[config.mk]
export PLATFORM = sky130hd
export DESIGN_NAME = cache_refill_arbiter_flat
export DESIGN_NICKNAME = d
export VERILOG_FILES = /design/src/rtl/cache_refill_arbiter_pkg.sv /design/src/rtl/cache_refill_arbiter_if.sv /design/src/rtl/cache_refill_arbiter_rr.sv /design/src/rtl/cache_refill_arbiter.sv /design/src/flat_wrapper.sv
export SDC_FILE = /design/constraint.sdc
export NUM_CORES = 1
export LEC_CHECK = 0
export BUFFER_PORTS_ARGS = -buffer_cell sky130_fd_sc_hd__buf_4
export CAP_MARGIN = 40
export CORE_AREA = 2 2 164 166
export DETAILED_ROUTE_END_ITERATION = 7
export DIE_AREA = 0 0 166 168
export PLACE_DENSITY = 0.54
export SETUP_SLACK_MARGIN = 0.5
export SYNTH_ARGS = -nofsm -noshare
export SYNTH_HDL_FRONTEND = slang
export SYNTH_HIERARCHICAL = 1
export SYNTH_SLANG_ARGS = --single-unit
[constraint.sdc]
create_clock -name clk -period 6.5 [get_ports clk]
set_input_delay 1.3 -clock clk [delete_from_list [all_inputs] [get_ports clk]]
set_output_delay 1.3 -clock clk [all_outputs]
set_load 0.01 [all_outputs]
[src/rtl/cache_refill_arbiter_pkg.sv]
// Shared FSM encoding and width helpers for the cache refill arbiter.
package cache_refill_pkg;

  typedef logic [2:0] State;

  localparam State S_IDLE  = 3'd0;
  localparam State S_REQ   = 3'd1;
  localparam State S_WAIT  = 3'd2;
  localparam State S_BCAST = 3'd3;
  localparam State S_HOLD  = 3'd4;

  // A line address drops the word-in-line offset bits from the word address.
  function automatic int line_aw(input int addr_in_width, input int block_width_bits);
    return addr_in_width - block_width_bits;
  endfunction

endpackage

[src/rtl/cache_refill_arbiter_if.sv]
// Cache-side request/broadcast bus and memory line-fetch port of the refill arbiter.
interface cache_refill_arbiter_if
  import cache_refill_pkg::*;
#(
  parameter int N_REQ   = 4,
  parameter int LINE_AW = line_aw(20, 5),
  parameter int LINE_W  = 5 * 32
);
  logic [N_REQ-1:0]         req_valid;
  logic [N_REQ*LINE_AW-1:0] req_addr;
  logic [N_REQ-1:0]         req_ready;
  logic [LINE_AW-1:0]       addr_broadcast;
  logic                     addr_broadcast_valid;
  logic [LINE_W-1:0]        line_data;
  logic                     mem_req_valid;
  logic [LINE_AW-1:0]       mem_req_addr;
  logic                     mem_req_ready;
  logic                     mem_rsp_valid;
  logic [LINE_W-1:0]        mem_rsp_data;

  modport master (
    input  req_valid, req_addr, mem_req_ready, mem_rsp_valid, mem_rsp_data,
    output req_ready, addr_broadcast, addr_broadcast_valid, line_data,
           mem_req_valid, mem_req_addr
  );

  modport slave (
    output req_valid, req_addr, mem_req_ready, mem_rsp_valid, mem_rsp_data,
    input  req_ready, addr_broadcast, addr_broadcast_valid, line_data,
           mem_req_valid, mem_req_addr
  );
endinterface

[src/rtl/cache_refill_arbiter_rr.sv]
// Round-robin picker: search starts just after the last granted index and wraps.
module round_robin_arbiter #(
  parameter int N = 4
) (
  input  logic                 clk,
  input  logic                 rst,
  input  logic [N-1:0]         req,
  input  logic                 advance,
  output logic [$clog2(N)-1:0] grant_idx,
  output logic                 grant_valid
);
  localparam int IW = $clog2(N);

  logic [IW-1:0] ptr;
  logic [IW-1:0] idx;

  // Walk the search order backwards so the candidate closest to ptr wins last.
  always_comb begin
    grant_valid = 1'b0;
    grant_idx   = '0;
    idx         = '0;
    for (int k = N - 1; k >= 0; k--) begin
      idx = IW'((int'(ptr) + k) % N);
      if (req[idx]) begin
        grant_valid = 1'b1;
        grant_idx   = idx;
      end
    end
  end

  always_ff @(posedge clk) begin
    if (rst) begin
      ptr <= '0;
    end else if (advance) begin
      ptr <= (grant_idx == IW'(N - 1)) ? '0 : grant_idx + 1'b1;
    end
  end

endmodule

[src/rtl/cache_refill_arbiter.sv]
// Arbitrates cache miss requests onto one memory line-fetch port and broadcasts each returned line.
module cache_refill_arbiter
  import cache_refill_pkg::*;
#(
  parameter int N_REQ            = 4,
  parameter int DWIDTH           = 5,
  parameter int BLOCK_WIDTH_BITS = 5,
  parameter int ADDR_IN_WIDTH    = 20
) (
  input  logic                   clk,
  input  logic                   rst,
  cache_refill_arbiter_if.master bus
);
  localparam int LINE_AW = line_aw(ADDR_IN_WIDTH, BLOCK_WIDTH_BITS);
  localparam int LINE_W  = DWIDTH * (2 ** BLOCK_WIDTH_BITS);
  localparam int IW      = $clog2(N_REQ);

  State               state;
  logic [IW-1:0]      grant_q;
  logic [IW-1:0]      grant_idx;
  logic               grant_valid;
  logic               advance;
  logic [LINE_AW-1:0] addr_q;
  logic [LINE_AW-1:0] sel_addr;
  logic [LINE_W-1:0]  line_q;

  assign advance = (state == S_IDLE) && grant_valid;

  round_robin_arbiter #(.N(N_REQ)) u_rr (
    .clk         (clk),
    .rst         (rst),
    .req         (bus.req_valid),
    .advance     (advance),
    .grant_idx   (grant_idx),
    .grant_valid (grant_valid)
  );

  always_comb begin
    sel_addr = '0;
    for (int i = 0; i < N_REQ; i++) begin
      if (grant_idx == IW'(i)) sel_addr = bus.req_addr[i*LINE_AW +: LINE_AW];
    end
  end

  // The request is captured at grant; later changes on req_valid/req_addr do not affect it.
  always_ff @(posedge clk) begin
    if (rst) begin
      state   <= S_IDLE;
      grant_q <= '0;
      addr_q  <= '0;
      line_q  <= '0;
    end else begin
      case (state)
        S_IDLE: begin
          if (grant_valid) begin
            grant_q <= grant_idx;
            addr_q  <= sel_addr;
            state   <= S_REQ;
          end
        end
        S_REQ:   if (bus.mem_req_ready) state <= S_WAIT;
        S_WAIT: begin
          if (bus.mem_rsp_valid) begin
            line_q <= bus.mem_rsp_data;
            state  <= S_BCAST;
          end
        end
        S_BCAST: state <= S_HOLD;
        S_HOLD:  state <= S_IDLE;
        default: state <= S_IDLE;
      endcase
    end
  end

  // Every output comes straight from registers or a state decode.
  always_comb begin
    bus.req_ready = '0;
    if (state == S_BCAST) bus.req_ready[grant_q] = 1'b1;
  end

  assign bus.addr_broadcast       = addr_q;
  assign bus.addr_broadcast_valid = (state == S_BCAST);
  assign bus.line_data            = line_q;
  assign bus.mem_req_valid        = (state == S_REQ);
  assign bus.mem_req_addr         = addr_q;

endmodule

[src/flat_wrapper.sv]
// flat-port wrapper written by rule: the top's interface ports become plain ports
module cache_refill_arbiter_flat import cache_refill_pkg::*;
#(
  parameter int N_REQ            = 4,
  parameter int DWIDTH           = 5,
  parameter int BLOCK_WIDTH_BITS = 5,
  parameter int ADDR_IN_WIDTH    = 20
)
  (clk, rst, bus_req_valid, bus_req_addr, bus_mem_req_ready, bus_mem_rsp_valid, bus_mem_rsp_data, bus_req_ready, bus_addr_broadcast, bus_addr_broadcast_valid, bus_line_data, bus_mem_req_valid, bus_mem_req_addr);
  cache_refill_arbiter_if #(.N_REQ(N_REQ), .LINE_AW((15)), .LINE_W((160))) bus_i ();
  input  logic clk;
  input  logic rst;
  input wire logic [$bits(bus_i.req_valid)-1:0] bus_req_valid;
  input wire logic [$bits(bus_i.req_addr)-1:0] bus_req_addr;
  input wire logic [$bits(bus_i.mem_req_ready)-1:0] bus_mem_req_ready;
  input wire logic [$bits(bus_i.mem_rsp_valid)-1:0] bus_mem_rsp_valid;
  input wire logic [$bits(bus_i.mem_rsp_data)-1:0] bus_mem_rsp_data;
  output wire logic [$bits(bus_i.req_ready)-1:0] bus_req_ready;
  output wire logic [$bits(bus_i.addr_broadcast)-1:0] bus_addr_broadcast;
  output wire logic [$bits(bus_i.addr_broadcast_valid)-1:0] bus_addr_broadcast_valid;
  output wire logic [$bits(bus_i.line_data)-1:0] bus_line_data;
  output wire logic [$bits(bus_i.mem_req_valid)-1:0] bus_mem_req_valid;
  output wire logic [$bits(bus_i.mem_req_addr)-1:0] bus_mem_req_addr;
  assign bus_i.req_valid = bus_req_valid;
  assign bus_i.req_addr = bus_req_addr;
  assign bus_i.mem_req_ready = bus_mem_req_ready;
  assign bus_i.mem_rsp_valid = bus_mem_rsp_valid;
  assign bus_i.mem_rsp_data = bus_mem_rsp_data;
  assign bus_req_ready = bus_i.req_ready;
  assign bus_addr_broadcast = bus_i.addr_broadcast;
  assign bus_addr_broadcast_valid = bus_i.addr_broadcast_valid;
  assign bus_line_data = bus_i.line_data;
  assign bus_mem_req_valid = bus_i.mem_req_valid;
  assign bus_mem_req_addr = bus_i.mem_req_addr;
  cache_refill_arbiter #(.N_REQ(N_REQ), .DWIDTH(DWIDTH), .BLOCK_WIDTH_BITS(BLOCK_WIDTH_BITS), .ADDR_IN_WIDTH(ADDR_IN_WIDTH)) u_core (.clk(clk), .rst(rst), .bus(bus_i));
endmodule
==> summary.md <==
| Metric | Value |
|---|---|
| Core Box Area | 26400 µm² |
| Post-CTS Setup Inserts | 0 |
| Flops & latches, synth | around 180 |
| Startpoint types | input pin |
| Vias in the first global route | 6517 |
| NetSw | 0.752 mW |
| Slew headroom | 41.8% |
| Final setup fails | 0 |
| CP Buf/Inv Count | 1 |
| Die W | 166 µm |
| TritonCTS clock tree | built |
| Commonest non-fill, non-tap cell in the layout | buf_4 |
| Unique masters post-synth | 35 |
| Switching share of total power | 27.6% |
| Cells after DPL | approximately 1500 |
| Crit path depth | 5 |
| Initial DRC Count | 349 |
| Cell depth of the worst hold path | 2 |
| R2R depth | 5 |
| Sink Count | 182 |
| Register Area | between 3000 and 4000 µm² |
| Status | finished, final reports clean |
| Placer Congestion | 0.746 |
| Fin Clk Skew | 0.0123 ns |
| Area Growth Syn to Fin | 55.9% |
| Clock Tree Buf Depth | 2 |
| H-tree depth | 4 |
| DRC errors left | 0 |
| Die Y | 168 µm |
| TNS Setup | 0 ns |
| IO Pins | between 400 and 500 |
| Starting Density | 26.3% |
| I/O Buffers | 423 |
| RSZ-0062 raised after global routing | no |
| Avg Cell Area, Syn | 8.49 µm² |
| Multi-input gate area | ~2800 µm² |
| Final net count | 1416 |
| Crit path cell chain | buf_4 -> a221o_1 -> a21oi_4 -> mux4_2 -> a22o_1 |
| Largest net degree at the start of global routing | 83 |
| Cell Area, Synth | ~6900 µm² |
| Via count | roughly 7000 |
| Leakage power | 4.61 nW |
| Worst-path clk slew | approximately 0.080 ns |
| Commonest cells after routing, fill and taps aside | buf_4 (428), nand2_1 (322), dfxtp_1 (182), a21oi_1 (163), clkbuf_16 (17) |
| Gr usage total | around 17% |
| Worst vdd ir | 0.000121 V |
| Mapped Nets | 1043 |
| Slowest CP cell | a21oi_4 |
| Final min period | ~3.0 ns |
| WHS | between 0.4 and 0.5 ns |
| Post-route ant nets | 0 |
| DR WL/cell | 15.7 µm |
| Clock group share of total power | 40.1% |
| Maxcap violations | 0 |
| Initial antenna violation count | 0 |
| FP Rows | 60 |
| Die area | 27900 µm² |
| Share of layout cells above drive strength 1 | 40.6% |
| Fill cells | 2743 |
| Reg power frac | 44.0% |
| F_max | 333 MHz |
| YS warnings | 6 |
| Final Hold Viols | 0 |
| Int Pwr | 1.98 mW |
| PwrDens | between 200 and 300 nW/µm² |
| Grt total ovfl | 0 |
| Pre-antenna DRT Iters | 4 |
| Num CTS Buffers | 17 |
| Crit Path Max Fanout | 18 |
| ANT cells | 0 |
| Critical Path AT | 3.33 ns |
| Gate power share | 15.9% |
| Mapped Cells | 815 |
| Crit path max-delay family | compound AO/OA/AOI/OAI gates |
| Crit path kind | input pin to flip-flop |
| Final Non-Filler Cells | 1542 |
| Post-synthesis sequential area ratio | a little over half |
| Skew-Pair Late Insertion Delay | 0.43 ns |
| Worst Path Required | 6.83 ns |
| DP HPWL | 17200 µm |
| Worst hold path type | flip-flop to flip-flop |
| Post-CTS sizing | 0 |
| Final-report max-slew violation count | 0 |
| Post-CTS Hold Fix Bufs | 0 |
| WL final | between 20000 and 25000 µm |
| CP peak stage delay | 0.69 ns |
| Root buffer cell | clkbuf_16 |
| Tcrit/Tclk final | 46.2% |
| DR vias/cell | 4.44 |
| Slew at the pin closest to its max-slew limit | 0.873 ns |
| First-pass GRT wire length | ~37000 µm |
| Crit path capture type | flip-flop |
-- flip-flops by register name, summed over array words and instances (netlist names) --
register                   count
u_core/bus.addr_broadcast     15
u_core/bus.line_data         160
u_core/grant_q                 2
u_core/u_rr/ptr                2
u_core/state                   3
-- synthesized netlist by cell type, drive strengths merged --
master / count / share of area, %
nor4b: 1 / 0.34
nor3: 3 / 0.22
nand3b: 1 / 0.11
and2b: 1 / 0.14
nor2b: 2 / 0.18
o21ai: 1 / 0.072
a2111oi: 1 / 0.13
nor2: 8 / 0.47
buf: 52 / 5.7
a211oi: 2 / 0.29
clkbuf: 25 / 1.4
a21oi: 164 / 12
nor3b: 2 / 0.22
o221ai: 1 / 0.13
a221o: 1 / 0.14
dfxtp: 182 / 53
and3: 1 / 0.090
inv: 6 / 0.33
and4bb: 1 / 0.18
a22o: 15 / 1.9
mux4: 15 / 4.9
nand2b: 2 / 0.18
mux2: 1 / 0.16
xnor2: 1 / 0.13
nand4bb: 1 / 0.16
nand3: 1 / 0.072
mux2i: 2 / 0.29
nand2: 322 / 17
-- path summary, 6_finish.rpt --
path,from,end,slack (ns)
max,bus_req_valid[0],u_core/bus.addr_broadcast[13],3.50
min,u_core/bus.line_data[65],u_core/bus.line_data[65],0.45
max reg2reg,u_core/u_rr/ptr[0],u_core/bus.addr_broadcast[13],4.07
min reg2reg,u_core/bus.line_data[65],u_core/bus.line_data[65],0.45
-- area by class of cell --
type | instances | area share, %
repair buffers | 431 | 30.5
well taps | 341 | 3.95
clock buffers | 18 | 4.07
clock inverters | 14 | 1.73
multi-input cells | 550 | 25.8
flip-flops and latches | 182 | 33.8
inverters | 6 | 0.209
-- layer usage --
metal	part of all wire, %	GRT usage, %
met5	0	0
met4	1.2	4.08
met3	8.6	6.18
met2	49	28.2
met1	41	19.7
-- power by group through the flow --
stage / registers [mW] / logic [mW] / clock network [mW]
4_1_cts: 1.20 / 0.441 / 1.13
5_1_grt: 1.21 / 0.469 / 1.18
3_3_place_gp: 1.23 / 0.433 / 0
6_report: 1.20 / 0.435 / 1.09
2_1_floorplan: 1.24 / 0.221 / 0
3_5_place_dp: 1.23 / 0.440 / 0
-- per-stage QoR --
stage | setup slack [ns] | util [%] | instance area, µm² | total power [mW]
after floorplan | 3.46 | - | 6920 | 1.46
after global placement | 3.04 | 38.4 | 10100 | 1.66
after detailed placement | 3.00 | 38.6 | 10200 | 1.67
after CTS | 3.47 | 41.0 | 10800 | 2.77
after global routing | 3.36 | 41.0 | 10800 | 2.85
final | 3.50 | 41.0 | 10800 | 2.73
-- tightest hold or removal path, cell delays in order, from the launching register on --
cell and delay, ns:
dfxtp_1 0.31, nand2_1 0.05, a21oi_1 0.05
-- logic make-up after synthesis --
kind of cell              share of synthesized area (%)
AOI/OAI and AO/OA                                  14.7
xor gates and xnor gates                          0.127
and+or+nand+nor                                    19.8
muxes                                              5.33
DFF                                                52.6
buffers and inverters                              7.41
No activity file was read; power rests on OpenSTA's default activity.
